File: config.mk
export PLATFORM = sky130hd
export DESIGN_NAME = morse_entry_buffer_flat
export DESIGN_NICKNAME = d
export VERILOG_FILES = /design/src/rtl/morse_pkg.sv /design/src/rtl/morse_entry_buffer_if.sv /design/src/rtl/morse_symbol_stack.sv /design/src/rtl/morse_entry_buffer.sv /design/src/flat_wrapper.sv
export SDC_FILE = /design/constraint.sdc
export NUM_CORES = 1
export LEC_CHECK = 0
export ABC_CLOCK_PERIOD_IN_PS = 3700
export BUFFER_PORTS_ARGS = -buffer_cell sky130_fd_sc_hd__buf_2
export CORE_ASPECT_RATIO = 0.8
export CORE_MARGIN = 4
export CORE_UTILIZATION = 53
export DETAILED_ROUTE_END_ITERATION = 16
export GPL_ROUTABILITY_DRIVEN = 0
export PLACE_DENSITY = 0.75
export SYNTH_ARGS = -nofsm -noshare
export SYNTH_HDL_FRONTEND = slang
export SYNTH_SLANG_ARGS = --single-unit
File: constraint.sdc
create_clock -name clock -period 3.7 [get_ports clock]
set_input_delay 0.37 -clock clock [delete_from_list [all_inputs] [get_ports clock]]
set_output_delay 0.37 -clock clock [all_outputs]
set_load 0.01 [all_outputs]
File: src/rtl/morse_pkg.sv
// morse_pkg: shared constants and state type for the morse entry buffer.
// Symbol encodings are right-aligned bit patterns appended to the packed entry.
package morse_pkg;

  localparam logic [1:0] DOT_CODE  = 2'b10;
  localparam int         DOT_LEN   = 2;
  localparam logic [3:0] LINE_CODE = 4'b1110;
  localparam int         LINE_LEN  = 4;

  typedef enum logic [1:0] {
    ENTRY  = 2'd0,
    CHECK  = 2'd1,
    RESULT = 2'd2,
    LOCKED = 2'd3
  } morse_state_e;

endpackage

File: src/rtl/morse_entry_buffer_if.sv
// morse_entry_buffer_if: command pulses, target code and entry status of the
// morse entry buffer.
//   master: drives ld_dot, ld_line, undo, done_input, clear, target;
//           observes q, sym_count, bit_len, overflow, correct, wrong, locked.
//   slave : the buffer itself (directions reversed).
interface morse_entry_buffer_if #(
  parameter int MAX_SYMBOLS = 5
);
  localparam int VALUE_W = 4 * MAX_SYMBOLS;
  localparam int CNT_W   = $clog2(MAX_SYMBOLS + 1);
  localparam int BL_W    = $clog2(VALUE_W + 1);

  logic               ld_dot;
  logic               ld_line;
  logic               undo;
  logic               done_input;
  logic               clear;
  logic [VALUE_W-1:0] target;
  logic [VALUE_W-1:0] q;
  logic [CNT_W-1:0]   sym_count;
  logic [BL_W-1:0]    bit_len;
  logic               overflow;
  logic               correct;
  logic               wrong;
  logic               locked;

  modport master (
    output ld_dot, ld_line, undo, done_input, clear, target,
    input  q, sym_count, bit_len, overflow, correct, wrong, locked
  );

  modport slave (
    input  ld_dot, ld_line, undo, done_input, clear, target,
    output q, sym_count, bit_len, overflow, correct, wrong, locked
  );
endinterface

File: src/rtl/morse_symbol_stack.sv
// morse_symbol_stack: records the kind of each held symbol (1 = dash, 0 = dot)
// so undo knows how many bits to drop.  Bit 0 is the most recent symbol.
//   clock, resetn : clock, synchronous active-low reset
//   clear         : empty the stack
//   push/push_val : append a symbol (caller guarantees not full)
//   pop           : drop the most recent symbol (caller guarantees not empty)
//   top           : kind of the most recent symbol
//   empty, full   : occupancy flags; sym_count: symbols held
module morse_symbol_stack #(
  parameter int MAX_SYMBOLS = 5,
  parameter int CNT_W       = $clog2(MAX_SYMBOLS + 1)
) (
  input  logic             clock,
  input  logic             resetn,
  input  logic             clear,
  input  logic             push,
  input  logic             push_val,
  input  logic             pop,
  output logic             top,
  output logic             empty,
  output logic             full,
  output logic [CNT_W-1:0] sym_count
);

  logic [MAX_SYMBOLS-1:0] hist_r;
  logic [CNT_W-1:0]       cnt_r;
  logic [MAX_SYMBOLS:0]   pushed_s;

  assign pushed_s  = {hist_r, push_val};
  assign top       = hist_r[0];
  assign empty     = (cnt_r == {CNT_W{1'b0}});
  assign full      = (cnt_r == CNT_W'(MAX_SYMBOLS));
  assign sym_count = cnt_r;

  // History shift register and symbol counter.
  always_ff @(posedge clock) begin
    if (!resetn) begin
      hist_r <= {MAX_SYMBOLS{1'b0}};
      cnt_r  <= {CNT_W{1'b0}};
    end else if (clear) begin
      hist_r <= {MAX_SYMBOLS{1'b0}};
      cnt_r  <= {CNT_W{1'b0}};
    end else if (push) begin
      hist_r <= pushed_s[MAX_SYMBOLS-1:0];
      cnt_r  <= cnt_r + CNT_W'(1);
    end else if (pop) begin
      hist_r <= hist_r >> 1;
      cnt_r  <= cnt_r - CNT_W'(1);
    end else begin
      hist_r <= hist_r;
      cnt_r  <= cnt_r;
    end
  end

endmodule

File: src/rtl/morse_entry_buffer.sv
// morse_entry_buffer: packs dot/dash pulses into a right-aligned shift
// register (dot = 10, dash = 1110), supports undo, flags overflow, and on
// submit compares the entry with a target through ENTRY/CHECK/RESULT states.
//   clock, resetn : clock, synchronous active-low reset
//   bus (slave)   : ld_dot, ld_line, undo, done_input, clear, target in;
//                   q, sym_count, bit_len, overflow, correct, wrong, locked out
// Optional feature macro MORSE_LOCKOUT_EN: after MAX_TRIES wrong results the
// buffer enters LOCKED, leaving it only on resetn.  Without it locked is 0.
module morse_entry_buffer
  import morse_pkg::*;
#(
  parameter int MAX_SYMBOLS = 5,
  parameter int MAX_TRIES   = 3
) (
  input  logic                 clock,
  input  logic                 resetn,
  morse_entry_buffer_if.slave  bus
);

  localparam int VALUE_W = 4 * MAX_SYMBOLS;
  localparam int CNT_W   = $clog2(MAX_SYMBOLS + 1);
  localparam int BL_W    = $clog2(VALUE_W + 1);
  localparam logic [BL_W:0] VALUE_W_EXT = (BL_W + 1)'(VALUE_W);

  morse_state_e       state_r, state_nxt_s;
  logic [VALUE_W-1:0] q_r, q_nxt_s;
  logic [BL_W-1:0]    bit_len_r, bit_len_nxt_s;
  logic               overflow_r, overflow_nxt_s;
  logic               correct_r, correct_nxt_s;
  logic               wrong_r, wrong_nxt_s;
  logic               push_s, push_val_s, pop_s, stk_clear_s;
  logic               top_s, empty_s, full_s;
  logic [CNT_W-1:0]   sym_count_s;
  logic [BL_W:0]      len_dot_s, len_line_s;
  logic               match_s;

  morse_symbol_stack #(
    .MAX_SYMBOLS(MAX_SYMBOLS),
    .CNT_W      (CNT_W)
  ) u_stack (
    .clock    (clock),
    .resetn   (resetn),
    .clear    (stk_clear_s),
    .push     (push_s),
    .push_val (push_val_s),
    .pop      (pop_s),
    .top      (top_s),
    .empty    (empty_s),
    .full     (full_s),
    .sym_count(sym_count_s)
  );

  // One bit wider than bit_len so the fit test cannot wrap.
  assign len_dot_s  = {1'b0, bit_len_r} + (BL_W + 1)'(DOT_LEN);
  assign len_line_s = {1'b0, bit_len_r} + (BL_W + 1)'(LINE_LEN);
  assign match_s    = (q_r == bus.target);

`ifdef MORSE_LOCKOUT_EN
  localparam int TRIES_W = $clog2(MAX_TRIES + 1);
  logic [TRIES_W-1:0] tries_r, tries_nxt_s;
  logic               locked_r;

  // Wrong-result counter and lockout flag.
  always_ff @(posedge clock) begin
    if (!resetn) begin
      tries_r  <= {TRIES_W{1'b0}};
      locked_r <= 1'b0;
    end else begin
      tries_r  <= tries_nxt_s;
      locked_r <= (state_nxt_s == LOCKED);
    end
  end

  assign bus.locked = locked_r;
`else
  assign bus.locked = 1'b0;
`endif

  // State and datapath registers.
  always_ff @(posedge clock) begin
    if (!resetn) begin
      state_r    <= ENTRY;
      q_r        <= {VALUE_W{1'b0}};
      bit_len_r  <= {BL_W{1'b0}};
      overflow_r <= 1'b0;
      correct_r  <= 1'b0;
      wrong_r    <= 1'b0;
    end else begin
      state_r    <= state_nxt_s;
      q_r        <= q_nxt_s;
      bit_len_r  <= bit_len_nxt_s;
      overflow_r <= overflow_nxt_s;
      correct_r  <= correct_nxt_s;
      wrong_r    <= wrong_nxt_s;
    end
  end

  // Next-state, packing and compare logic; one action per cycle by priority.
  always_comb begin
    state_nxt_s    = state_r;
    q_nxt_s        = q_r;
    bit_len_nxt_s  = bit_len_r;
    overflow_nxt_s = overflow_r;
    correct_nxt_s  = correct_r;
    wrong_nxt_s    = wrong_r;
    push_s         = 1'b0;
    push_val_s     = 1'b0;
    pop_s          = 1'b0;
    stk_clear_s    = 1'b0;
`ifdef MORSE_LOCKOUT_EN
    tries_nxt_s    = tries_r;
`endif
    case (state_r)
      ENTRY: begin
        if (bus.clear) begin
          q_nxt_s        = {VALUE_W{1'b0}};
          bit_len_nxt_s  = {BL_W{1'b0}};
          overflow_nxt_s = 1'b0;
          correct_nxt_s  = 1'b0;
          wrong_nxt_s    = 1'b0;
          stk_clear_s    = 1'b1;
        end else if (bus.ld_line) begin
          if (!full_s && (len_line_s <= VALUE_W_EXT)) begin
            q_nxt_s       = {q_r[VALUE_W-LINE_LEN-1:0], LINE_CODE};
            bit_len_nxt_s = len_line_s[BL_W-1:0];
            push_s        = 1'b1;
            push_val_s    = 1'b1;
          end else begin
            overflow_nxt_s = 1'b1;
          end
        end else if (bus.ld_dot) begin
          if (!full_s && (len_dot_s <= VALUE_W_EXT)) begin
            q_nxt_s       = {q_r[VALUE_W-DOT_LEN-1:0], DOT_CODE};
            bit_len_nxt_s = len_dot_s[BL_W-1:0];
            push_s        = 1'b1;
            push_val_s    = 1'b0;
          end else begin
            overflow_nxt_s = 1'b1;
          end
        end else if (bus.undo) begin
          if (!empty_s) begin
            // History top tells how wide the last symbol was.
            if (top_s) begin
              q_nxt_s       = q_r >> LINE_LEN;
              bit_len_nxt_s = bit_len_r - BL_W'(LINE_LEN);
            end else begin
              q_nxt_s       = q_r >> DOT_LEN;
              bit_len_nxt_s = bit_len_r - BL_W'(DOT_LEN);
            end
            pop_s = 1'b1;
          end else begin
            pop_s = 1'b0;
          end
        end else if (bus.done_input) begin
          state_nxt_s = CHECK;
        end else begin
          state_nxt_s = ENTRY;
        end
      end
      CHECK: begin
        correct_nxt_s = match_s;
        wrong_nxt_s   = !match_s;
        state_nxt_s   = RESULT;
`ifdef MORSE_LOCKOUT_EN
        if (match_s) begin
          tries_nxt_s = {TRIES_W{1'b0}};
        end else begin
          tries_nxt_s = tries_r + TRIES_W'(1);
          if (tries_nxt_s == TRIES_W'(MAX_TRIES)) begin
            state_nxt_s = LOCKED;
          end else begin
            state_nxt_s = RESULT;
          end
        end
`endif
      end
      RESULT: begin
        if (bus.clear) begin
          q_nxt_s        = {VALUE_W{1'b0}};
          bit_len_nxt_s  = {BL_W{1'b0}};
          overflow_nxt_s = 1'b0;
          correct_nxt_s  = 1'b0;
          wrong_nxt_s    = 1'b0;
          stk_clear_s    = 1'b1;
          state_nxt_s    = ENTRY;
        end else begin
          state_nxt_s = RESULT;
        end
      end
`ifdef MORSE_LOCKOUT_EN
      LOCKED: begin
        state_nxt_s = LOCKED;
      end
`endif
      default: begin
        state_nxt_s = ENTRY;
      end
    endcase
  end

  assign bus.q         = q_r;
  assign bus.sym_count = sym_count_s;
  assign bus.bit_len   = bit_len_r;
  assign bus.overflow  = overflow_r;
  assign bus.correct   = correct_r;
  assign bus.wrong     = wrong_r;

endmodule
File: src/flat_wrapper.sv
// flat-port wrapper written by rule: the top's interface ports become plain ports
module morse_entry_buffer_flat import morse_pkg::*;
#(
  parameter int MAX_SYMBOLS = 5,
  parameter int MAX_TRIES   = 3
)
  (clock, resetn, bus_ld_dot, bus_ld_line, bus_undo, bus_done_input, bus_clear, bus_target, bus_q, bus_sym_count, bus_bit_len, bus_overflow, bus_correct, bus_wrong, bus_locked);
  morse_entry_buffer_if #(.MAX_SYMBOLS(MAX_SYMBOLS)) bus_i ();
  input  logic clock;
  input  logic resetn;
  input wire logic [$bits(bus_i.ld_dot)-1:0] bus_ld_dot;
  input wire logic [$bits(bus_i.ld_line)-1:0] bus_ld_line;
  input wire logic [$bits(bus_i.undo)-1:0] bus_undo;
  input wire logic [$bits(bus_i.done_input)-1:0] bus_done_input;
  input wire logic [$bits(bus_i.clear)-1:0] bus_clear;
  input wire logic [$bits(bus_i.target)-1:0] bus_target;
  output wire logic [$bits(bus_i.q)-1:0] bus_q;
  output wire logic [$bits(bus_i.sym_count)-1:0] bus_sym_count;
  output wire logic [$bits(bus_i.bit_len)-1:0] bus_bit_len;
  output wire logic [$bits(bus_i.overflow)-1:0] bus_overflow;
  output wire logic [$bits(bus_i.correct)-1:0] bus_correct;
  output wire logic [$bits(bus_i.wrong)-1:0] bus_wrong;
  output wire logic [$bits(bus_i.locked)-1:0] bus_locked;
  assign bus_i.ld_dot = bus_ld_dot;
  assign bus_i.ld_line = bus_ld_line;
  assign bus_i.undo = bus_undo;
  assign bus_i.done_input = bus_done_input;
  assign bus_i.clear = bus_clear;
  assign bus_i.target = bus_target;
  assign bus_q = bus_i.q;
  assign bus_sym_count = bus_i.sym_count;
  assign bus_bit_len = bus_i.bit_len;
  assign bus_overflow = bus_i.overflow;
  assign bus_correct = bus_i.correct;
  assign bus_wrong = bus_i.wrong;
  assign bus_locked = bus_i.locked;
  morse_entry_buffer #(.MAX_SYMBOLS(MAX_SYMBOLS), .MAX_TRIES(MAX_TRIES)) u_core (.clock(clock), .resetn(resetn), .bus(bus_i));
endmodule
=== Word-level counts from Yosys, hierarchy flattened ===
Index checks and enable logic that the tools add are counted.

* Register bits after elaboration: 38
* Input bits: 27
* Output and inout port bits: 32
* Word-level logic and storage cells: 106

* $add $sub $neg: 6
* $lt $le $gt $ge: 2
* Eq/ne operators: 17
* Multiplexer cells: 57
* Bitwise logic cells: 1
* Reductions and logical operators: 15

{| class="wikitable"
|+ Operator list
! kind !! number
|-
| $mux 20 || 8
|-
| $mux 5 || 11
|-
| $pmux 20 s2 || 1
|-
| $mux 1 || 24
|-
| $eq 20x20->1 || 1
|-
| $mux 18 || 1
|-
| $le 6x5->1 const B || 2
|-
| $ne 4x4->1 const B || 3
|-
| $mux 2 || 5
|-
| $ne 2x2->1 const B || 5
|-
| $ne 5x5->1 const B || 2
|-
| $pmux 5 s2 || 1
|-
| $add 5x2->6 const B || 1
|-
| $add 5x3->6 const B || 1
|-
| $mux 3 || 2
|-
| $pmux 1 s2 || 3
|-
| $pmux 2 s3 || 1
|-
| $reduce_and 6->1 || 1
|-
| $reduce_bool 2->1 || 3
|-
| $ne 5x4->1 const B || 1
|-
| $reduce_and 5->1 || 1
|-
| $sub 5x2->5 const B || 1
|-
| $sub 5x3->5 const B || 1
|-
| $ne 4x3->1 const B || 1
|-
| 14 further kinds || 17
|}

=== Longest topological paths before layout ===
Gate-level depths: netlist of run 1.

* Depth after elaboration: 9
* Gate-level depth with buffers: 11
* Mapped depth without buffers: 10

=== Cells and area by module ===
A second synthesis of run 1 with hierarchy kept.

* Cells, all modules: 336
* Area total of the unflattened synthesis: 2810.2 um^2

{| class="wikitable"
|+ Modules (own cells, without submodules)
! module !! instances !! cells each !! area an instance (um^2) !! sequential area each (um^2)
|-
| morse_entry_buffer || 1 || 290 || 2394.8 || 580.6
|-
| morse_symbol_stack || 1 || 46 || 415.4 || 160.2
|}

=== Worst setup path after synthesis of run 1 ===
OpenSTA, ideal clock, no wires.

* Path kind: register to register
* Start: register u_core.bit_len_r[1] (netlist: u_core.bus.bit_len[1])
* End: register u_core.u_stack.cnt_r[2] (netlist: u_core.u_stack.sym_count[2])
* Library setup time: 0.062 ns
* Arrival: 2.590 ns
* Required time: 3.638 ns
* Path slack: 1.048 ns
* Cell stages (with the launch flop): 12
* Path buffers: 1
* Clock period less this slack: 2.652 ns
* Cell sequence: dfxtp_1 -> inv_1 -> ha_1 -> nor2b_1 -> o211ai_1 -> and4_1 -> clkbuf_1 -> nor2_1 -> fa_1 -> nor4b_1 -> a21oi_1 -> nand3_1

* Longest elaborated chain between the ends: 9
* Elaborated cells on any way between the ends: 14
* Classes of those cells: add/sub: 2; order compare: 2; mux: 7; reduce/logical: 3

{| class="wikitable"
|+ Ends and longest elaborated chain
! what !! line !! source
|-
| start: declaration || morse_entry_buffer.sv:27 || <nowiki>logic [BL_W-1:0] bit_len_r, bit_len_nxt_s;</nowiki>
|-
| start signal: assignment || morse_entry_buffer.sv:84 || <nowiki>bit_len_r <= {BL_W{1'b0}};</nowiki>
|-
| start signal: assignment || morse_entry_buffer.sv:91 || <nowiki>bit_len_r <= bit_len_nxt_s;</nowiki>
|-
| $add 5x2->6 || morse_entry_buffer.sv:54 || <nowiki>assign len_dot_s = {1'b0, bit_len_r} + (BL_W + 1)'(DOT_LEN);</nowiki>
|-
| $le 6x5->1 || morse_entry_buffer.sv:132 || <nowiki>if (!full_s && (len_dot_s <= VALUE_W_EXT)) begin</nowiki>
|-
| $logic_and 1x1->1 || morse_entry_buffer.sv:132 ||
|-
| $mux 1 || morse_entry_buffer.sv:132 ||
|-
| $mux 1 || morse_entry_buffer.sv:131 || <nowiki>end else if (bus.ld_dot) begin</nowiki>
|-
| $mux 1 * || morse_entry_buffer.sv:122 || <nowiki>end else if (bus.ld_line) begin</nowiki>
|-
| $mux 1 * || morse_entry_buffer.sv:115 || <nowiki>if (bus.clear) begin</nowiki>
|-
| $mux 1 * || morse_entry_buffer.sv:113 || <nowiki>case (state_r)</nowiki>
|-
| $mux 3 or $reduce_bool 2->1 (tied branches) || - ||
|-
| end signal: assignment || morse_symbol_stack.sv:42 || <nowiki>cnt_r <= {CNT_W{1'b0}};</nowiki>
|-
| end signal: assignment || morse_symbol_stack.sv:45 || <nowiki>cnt_r <= cnt_r + CNT_W'(1);</nowiki>
|-
| end signal: assignment || morse_symbol_stack.sv:48 || <nowiki>cnt_r <= cnt_r - CNT_W'(1);</nowiki>
|-
| end: declaration || morse_symbol_stack.sv:26 || <nowiki>logic [CNT_W-1:0] cnt_r;</nowiki>
|}

Mark *: on every way between the ends. The rest lies on a longest branch, timed or not.
A chain may end at the register's enable or synchronous reset.

=== Final worst setup path of run 1 ===
Ends and elaborated chain as after synthesis.

==> results of run 1 <==
-- power by group through the flow --
stage	clock, mW	combinational (mW)	sequential (mW)
2_1_floorplan	0	0.116	0.432
3_3_place_gp	0	0.159	0.437
3_5_place_dp	0	0.162	0.438
4_1_cts	0.289	0.163	0.428
5_1_grt	0.308	0.183	0.431
6_report	0.289	0.164	0.429
-- cell type report --
type / instances / area, um2
well taps: 62 / 77.57
multi-input cells: 272 / 1851
repair buffers: 60 / 322.8
fillers: 453 / 1874
inverters: 8 / 30.03
flip-flops and latches: 37 / 740.7
clock buffers: 6 / 72.57
clock inverters: 2 / 10.01
-- logic make-up (layout without fill, tap and decap cells) --
group / count (synthesis) / count (layout) / synth area share (%)
AND/OR/NAND/NOR: 118 / 118 / 21.44
buffers and inverters: 33 / 76 / 5.234
flip-flops: 37 / 37 / 27.18
multiplexers: 53 / 53 / 20.11
adder cells (fa/ha/maj): 7 / 7 / 3.489
AO/OA/AOI/OAI: 70 / 70 / 15.34
XOR/XNOR: 22 / 22 / 7.071
other: 1 / 2 / 0.1376
-- placed cells by master, fill, tap and decap left out, types with 2 or more instances in the layout --
master | synthesis | final
a211oi_1 | 3 | 3
a21boi_0 | 2 | 2
a21o_1 | 2 | 2
a21oi_1 | 18 | 18
a31oi_1 | 3 | 3
and3_1 | 3 | 3
buf_2 | 3 | 56
buf_4 | 4 | 3
clkbuf_8 | 0 | 5
clkinv_2 | 0 | 2
conb_1 | 1 | 2
dfxtp_1 | 37 | 37
ha_1 | 6 | 6
inv_1 | 8 | 8
mux2_2 | 14 | 14
mux2i_1 | 39 | 39
nand2_1 | 65 | 65
nand3_1 | 6 | 6
nand3b_1 | 2 | 2
nand4_1 | 8 | 8
nor2_1 | 7 | 7
nor2b_1 | 3 | 3
nor3_1 | 6 | 6
nor3b_1 | 5 | 4
nor4_1 | 5 | 5
nor4b_1 | 2 | 2
o211ai_1 | 2 | 2
o21ai_0 | 28 | 28
o31ai_1 | 2 | 2
xnor2_1 | 12 | 12
xor2_1 | 10 | 10
-- worst paths after layout --
path | startpoint | end | slack (ns) | depth (start not counted)
worst min-delay path | bus_done_input | u_core.state_r[0] | 0.32 | 3
worst min register to register | u_core.bus.overflow | u_core.bus.overflow | 0.47 | 2
worst max register to register | u_core.bus.bit_len[1] | u_core.u_stack.sym_count[2] | 0.74 | 10
worst max-delay path | u_core.bus.bit_len[1] | u_core.u_stack.sym_count[2] | 0.74 | 10
-- state kept, by name (all words and copies together) (netlist names) --
signal	flops
u_core.bus.bit_len	4
u_core.bus.correct	1
u_core.bus.overflow	1
u_core.bus.q	20
u_core.bus.wrong	1
u_core.state_r	2
u_core.u_stack.hist_r	5
u_core.u_stack.sym_count	3
-- through the flow --
| stage | instance area (um2) | instances | hold WS [ns] | utilization [%] | power (mW) |
|---|---|---|---|---|---|
| CTS | 3104 | 447 | 0.3074 | 62.35 | 0.8808 |
| global placement | 3022 | 439 | 0.4353 | 60.69 | 0.5958 |
| global route | 3104 | 447 | 0.3216 | 62.35 | 0.9212 |
| detailed placement | 3022 | 439 | 0.4580 | 60.69 | 0.5996 |
| floorplan | 2729 | 342 | 0.4503 | - | 0.5485 |
| finish | 3104 | 447 | 0.3193 | 62.35 | 0.8813 |
-- tightest hold or removal path, cell delays in order --
cell and delay [ns]:
buf_2 0.10, nand3b_1 0.07, nor3_1 0.04
-- metal layers --
metal / track usage, % / wire length [um]
met5: 0 / 0
met2: 35.02 / 3323
met1: 33.61 / 3293
met4: 6.544 / 47
met3: 6.470 / 529
==> results.txt, run 1 <==
* Via count of the first global-routing pass: 2,473
- Most frequent cells after synthesis: 65 x nand2_1, 39 x mux2i_1, 37 x dfxtp_1
- Slowest cell on the critical path: dfxtp_1
- The worst pin sits at a relative slew slack of 24.12%.
- Total Wirelength: 7193 um
- For the pin with the worst max-slew slack, the measured transition is 1.137 ns.
* Pin count of the biggest net entering global routing: 44
- Max Transition Viols Final: 0
- The tool flagged a number of max-cap violations equal to 0.
* First-pass GRT wire length: 11,970 um
- During synthesis, Yosys emitted a total of 0 warnings.
- Hold Fails Final Rpt: 0
- In this run, the clock network consumes 32.8% of the power.
* Post-DP HPWL: 4990 um
- In this run the count of I/O pins placed on the die edge is 59.
- Worst setup SP type: flop
- Initial core utilization: 54.74%
* Initial DRC Count: 176
- Number of iterations in the first detailed-routing pass: 4
- Share of the cycle needed by the critical path after routing: 79.98%
- The H-tree was split into 2 levels.
- In this run, post-CTS hold repair placed 0 buffers.
- Run status: finished, final reports clean
- Share of the synthesized area in the top cell type: 27.18%
- DRC violation count after routing: 0
* Clock buffers created by TritonCTS: 5
* Sequential share of the synthesized area: 27.18%
- Global routing consumed, over all layers together, 23.60% of the routing resources.
* Leading cell type by number of instances after synthesis: nand2_1
- After detailed routing, the average wire length per cell comes to 16.09 um.
- Number of standard cells after synthesis: 341
- Setup repair after global routing missed its margin: false
* Post-route antenna net violation count: 0
- Crit. End Element: flop
* Die width: 88.17 um
* Proportion of layout cells with a drive suffix above 1: 22.60%
- The later pin in the worst-skew pair is clocked with a latency of 0.29 ns.
* Maximum fanout count along the critical path: 10
- In this run the standard cell core region covers 4979 um2.
- Final setup slack of the worst path: 0.7408 ns
* Distinct cells, synth: 48
- At the end of the flow, the number of nets in the layout was 418.
- The number of antenna diodes in the final layout is 0.
- Cells resized by post-CTS repair: 0
* Mean Syn Cell Area: 7.992 um2
* Area overhead of the layout relative to synthesis: 13.91%
- Die area: 6360 um2
- Aggregate global routing overflow: 0
- TritonCTS built the clock tree.
- Seq pwr share: 48.6%
* Post-Place Worst Slack: 0.8236 ns
- The setup path with the least slack is of type flop to flop.
- For this run, the top clock speed supported by timing is 0.3379 GHz.
* CP top delay family: simple AND/OR/NAND/NOR gates
- Post-route clock skew: 0.006044 ns
- The number of buffers and inverters on the critical path is 1.
- Sw power: 0.2705 mW
* Dominant cells by area after synthesis: dfxtp_1 27%, mux2i_1 14%, nand2_1 9.0%
- Dividing the detail-routed via count by the number of cells gives 5.821.
* Switching share of power: 30.69%
- For this design the static power due to leakage is 1.245 nW.
- In this run, the combinational gates consume 18.6% of the power.
- VDD sags by at most 0.2032 mV.
* Flip-flop and latch count after synthesis: 37
* Shortest period the worst path allows: 2.959 ns
- For the worst setup path, the data arrival time is 3.20 ns.
* Setup Fix Bufs, Post-CTS: 0
- Port buffering added 56 buffers.
- Counting flops with a built-in enable in the synthesized netlist gives 0.
- Longest Clk Path Bufs: 2
- The die is 72.14 um tall.
- Internal power comes to 0.6108 mW.
* Post-synthesis cell area: 2725 um2
- Cell at the root of the clock tree: clkbuf_8
- Clk sinks: 37
* Power per unit of standard cell area: 283.9 nW/um2
- Via count: 2,602
* Slowest stage delay, CP: 0.50 ns
- Dominant cell type by area after synthesis: dfxtp_1
- Worst Path Required: 3.94 ns
- Most frequently used flop master after synthesis: dfxtp_1
- Critical-path cell list: inv_1 > ha_1 > nor2b_1 > o211ai_1 > and4_1 > nor2_1 > fa_1 > nor4b_1 > a21oi_1 > nand3_1
- The initial antenna violation count is 0.
* Clock transition at path regs: 0.08 ns
- # rows: 23
* Final Setup Violations: 0
- Hold Path Class: input pin to flop
- Counting flops with an async set or reset pin after synthesis yields a share of 0%.
- Adding up every negative setup slack in the final design gives 0 ns.
(Power assumes the default switching activity.)
==> inputs of run 2 (changes only) <==
Settings changed: ABC_CLOCK_PERIOD_IN_PS 3700 to 2540, CORE_UTILIZATION 53 to 50, PLACE_DENSITY 0.75 to 0.74.
Clock period 3.7 ns to 2.54 ns, I/O delays scaled along.
==> results.txt, run 2 (synthesis gave the netlist of run 1 again) <==
- Initial DRC Count: 289 (was 176)
- The total wire length after detailed routing was 7298 um (was 7193 um).
- The minimum hold slack came to 0.2244 ns (was 0.3193 ns).
- Pin count of the biggest net entering global routing: 31 (was 44)
- The number of placement rows came to 23 (unchanged).
- The average wire per standard cell is 15.93 um (was 16.09 um).
- Die area: 6703 um2 (was 6360 um2)
- The final critical-path required period was 2.356 ns (was 2.959 ns).
* Storage element area: 745.7 um2 (was 740.7 um2)
* Hold Fails Final Rpt: 0 (unchanged)
- Max Transition Viols Final: 0 (unchanged)
* Worst setup SP type: flop (unchanged)
* TritonCTS clock tree: built (unchanged)
- Commonest non-fill, non-tap cells in the layout: 65 x nand2_1, 56 x buf_2, 39 x mux2i_1 (unchanged).
- The clock-pin slew reported for the worst setup and hold paths after clock tree synthesis came to 0.07 ns (was 0.08 ns).
* Routed length on met1: 3486 um (was 3293 um)
* Most common library cell in the layout ignoring fill and taps: nand2_1 (unchanged)
* Number of fill cells: 447 (was 453)
- The path category of the worst min-delay check was input pin to flop (unchanged).
- Post-route clock skew: 0.007978 ns (was 0.006044 ns)
- The uppermost layer routed is met4 (unchanged).
- The count of input and output buffers came to 56 (unchanged).
- The clock sink count was 37 (unchanged).
* Number of buffers inserted by hold repair at cts: 0 (unchanged)
- Proportion of layout cells with a drive suffix above 1: 26.01% (was 22.60%)
- Area overhead of the layout relative to synthesis: 17.91% (was 13.91%)
* Highest clock rate: 0.4244 GHz (was 0.3379 GHz)
- Power per unit of standard cell area: 405.9 nW/um2 (was 283.9 nW/um2)
- The dominant delay contributor by cell family on the critical path is simple AND/OR/NAND/NOR gates (unchanged).
- The total negative slack is 0 ns (unchanged).
- The initial antenna violation count is 0 (unchanged).
- The sum of buffers and inverters on the critical path came to 1 (unchanged).
- The placeable core region is 5151 um2 (was 4979 um2).
- First-pass GRT wire length: 11,840 um (was 11,970 um)
- The antenna diode count came to 0 (unchanged).
* Total Routing Usage GR: 21.45% (was 23.60%)
* Crit. End Element: flop (unchanged)
- The clock buffer count from CTS is 5 (unchanged).
- Slowest cell on the critical path: dfxtp_4 (was dfxtp_1)
- The slew at the pin closest to its max-slew limit is 1.220 ns (was 1.137 ns).
* Peak supply drop: 0.2633 mV (was 0.2032 mV)
- The max-capacitance violation count is 0 (unchanged).
* Wire length on met2: 3184 um (was 3323 um)
* Via count normalized by instance count: 5.764 (was 5.821)
* I/O pin cnt: 59 (unchanged)
* Most common cell on crit path: nand3_1
- DRC violation count after routing: 0 (unchanged)
* Post-DP HPWL: 5229 um (was 4990 um)
* Critical setup path kind: flop to flop (unchanged)
- Critical-path cell list: inv_1 > ha_1 > nor2b_1 > o211ai_1 > and4_1 > nor2_1 > fa_2 > and3_1 > nand3_1 > nand3_1 (was inv_1 > ha_1 > nor2b_1 > o211ai_1 > and4_1 > nor2_1 > fa_1 > nor4b_1 > a21oi_1 > nand3_1)
- Final Setup Violations: 0 (unchanged)
* Run status: finished, final reports clean (unchanged)
* Largest register FFs: 20 (unchanged)
- The headroom to the max-slew limit was 17.83% (was 24.12%).
* Setup repair after global routing missed its margin: false (unchanged)
- The number of iterations in the first detailed-routing pass was 4 (unchanged).
- Height of the chip: 74.03 um (was 72.14 um)
- Worst-Skew Late Latency: 0.29 ns (about the same)
- The required time of the critical path was 2.71 ns (was 3.94 ns).
- The share of the clock period used by the worst path after layout is 92.76% (was 79.98%).
* Via count: 2,640 (was 2,602)
- The number of global-route vias before repair came to 2,424 (was 2,473).
- Static leakage: 1.303 nW (was 1.245 nW)
- Slowest stage delay, CP: 0.39 ns (was 0.50 ns)
- The x dimension of the die is 90.54 um (was 88.17 um).
- The largest fanout on the critical path was 7 (was 10).
* Aggregate global routing overflow: 0 (unchanged)
* Post-route antenna net violation count: 0 (unchanged)
- The minimum setup slack after placement came to 0.003531 ns (was 0.8236 ns).
- Area taken by multi-input logic gates: 1861 um2 (was 1851 um2)
- The CTS root buffer is clkbuf_8 (unchanged).
* Longest Clk Path Bufs: 2 (unchanged)
- The initial core utilization was 52.90% (was 54.74%).
* Total length of routed met3 wires: 570 um (was 529 um)
- The deepest level of the CTS H-tree was 2 (unchanged).
- The worst setup margin is 0.1839 ns (was 0.7408 ns).
* Arrival time worst endpoint: 2.52 ns (was 3.20 ns)
* Layout Nets: 430 (was 418)
[run 2: changes by cell type in the layout (fill, tap and decap cells not counted), sizes merged]
cell | before | now
buf | 60 | 72
clkinv | 2 | 0
clkbuf | 6 | 7
[run 2: power breakdown]
part	total, mW	internal, mW	switching, mW
clock	0.423	0.216	0.208
sequential	0.619	0.594	0.0244
combinational	0.262	0.117	0.146
[run 2: stage by stage]
step           power, mW  util [%]  std cells  cell area, um2
2_1_floorplan     0.7996         -        342            2733
3_3_place_gp      0.8844     60.31        450            3107
3_5_place_dp      0.8880     60.31        450            3107
4_1_cts            1.307     62.13        458            3201
5_1_grt            1.365     62.38        458            3213
6_report           1.304     62.38        458            3213
[run 2: final timing paths]
kind,cells after the start,from,slack [ns],endpoint
min reg2reg,2,u_core.bus.overflow,0.46,u_core.bus.overflow
max reg2reg,10,u_core.bus.bit_len[2],0.18,u_core.u_stack.sym_count[2]
max,10,u_core.bus.bit_len[2],0.18,u_core.u_stack.sym_count[2]
min,3,bus_done_input,0.22,u_core.state_r[0]
[run 2: worst reg2reg max path: cells and delay by family (launching register included)]
family / cells / cell delay (ns)
and+or+nand+nor: 6 / 0.85
adders and majority gates: 2 / 0.70
buffers and inverters: 1 / 0.10
DFF: 1 / 0.39
AOI/OAI and AO/OA: 1 / 0.21
[run 2: routing by layer]
metal	vias up	track usage (%)
li1	1308	-
met1	1212	31.17
met2	113	33.77
met3	7	3.640
met4	0	4.414
met5	-	0
[run 2: repair_timing]
item	in CTS	in global routing
gates resized for setup	0	4
buffers inserted	1	0
hold endpoints to repair	0	0
pin swaps	1	1
setup endpoints to repair	1	15
[run 2: layout make-up]
| cell class | instances | area share (%) |
|---|---|---|
| timing repair buffer | 72 | 12.85 |
| tap | 62 | 2.414 |
| inverter | 8 | 0.9346 |
| multi-input combinational | 272 | 57.90 |
| sequential | 37 | 23.21 |
| clock buffer | 7 | 2.687 |
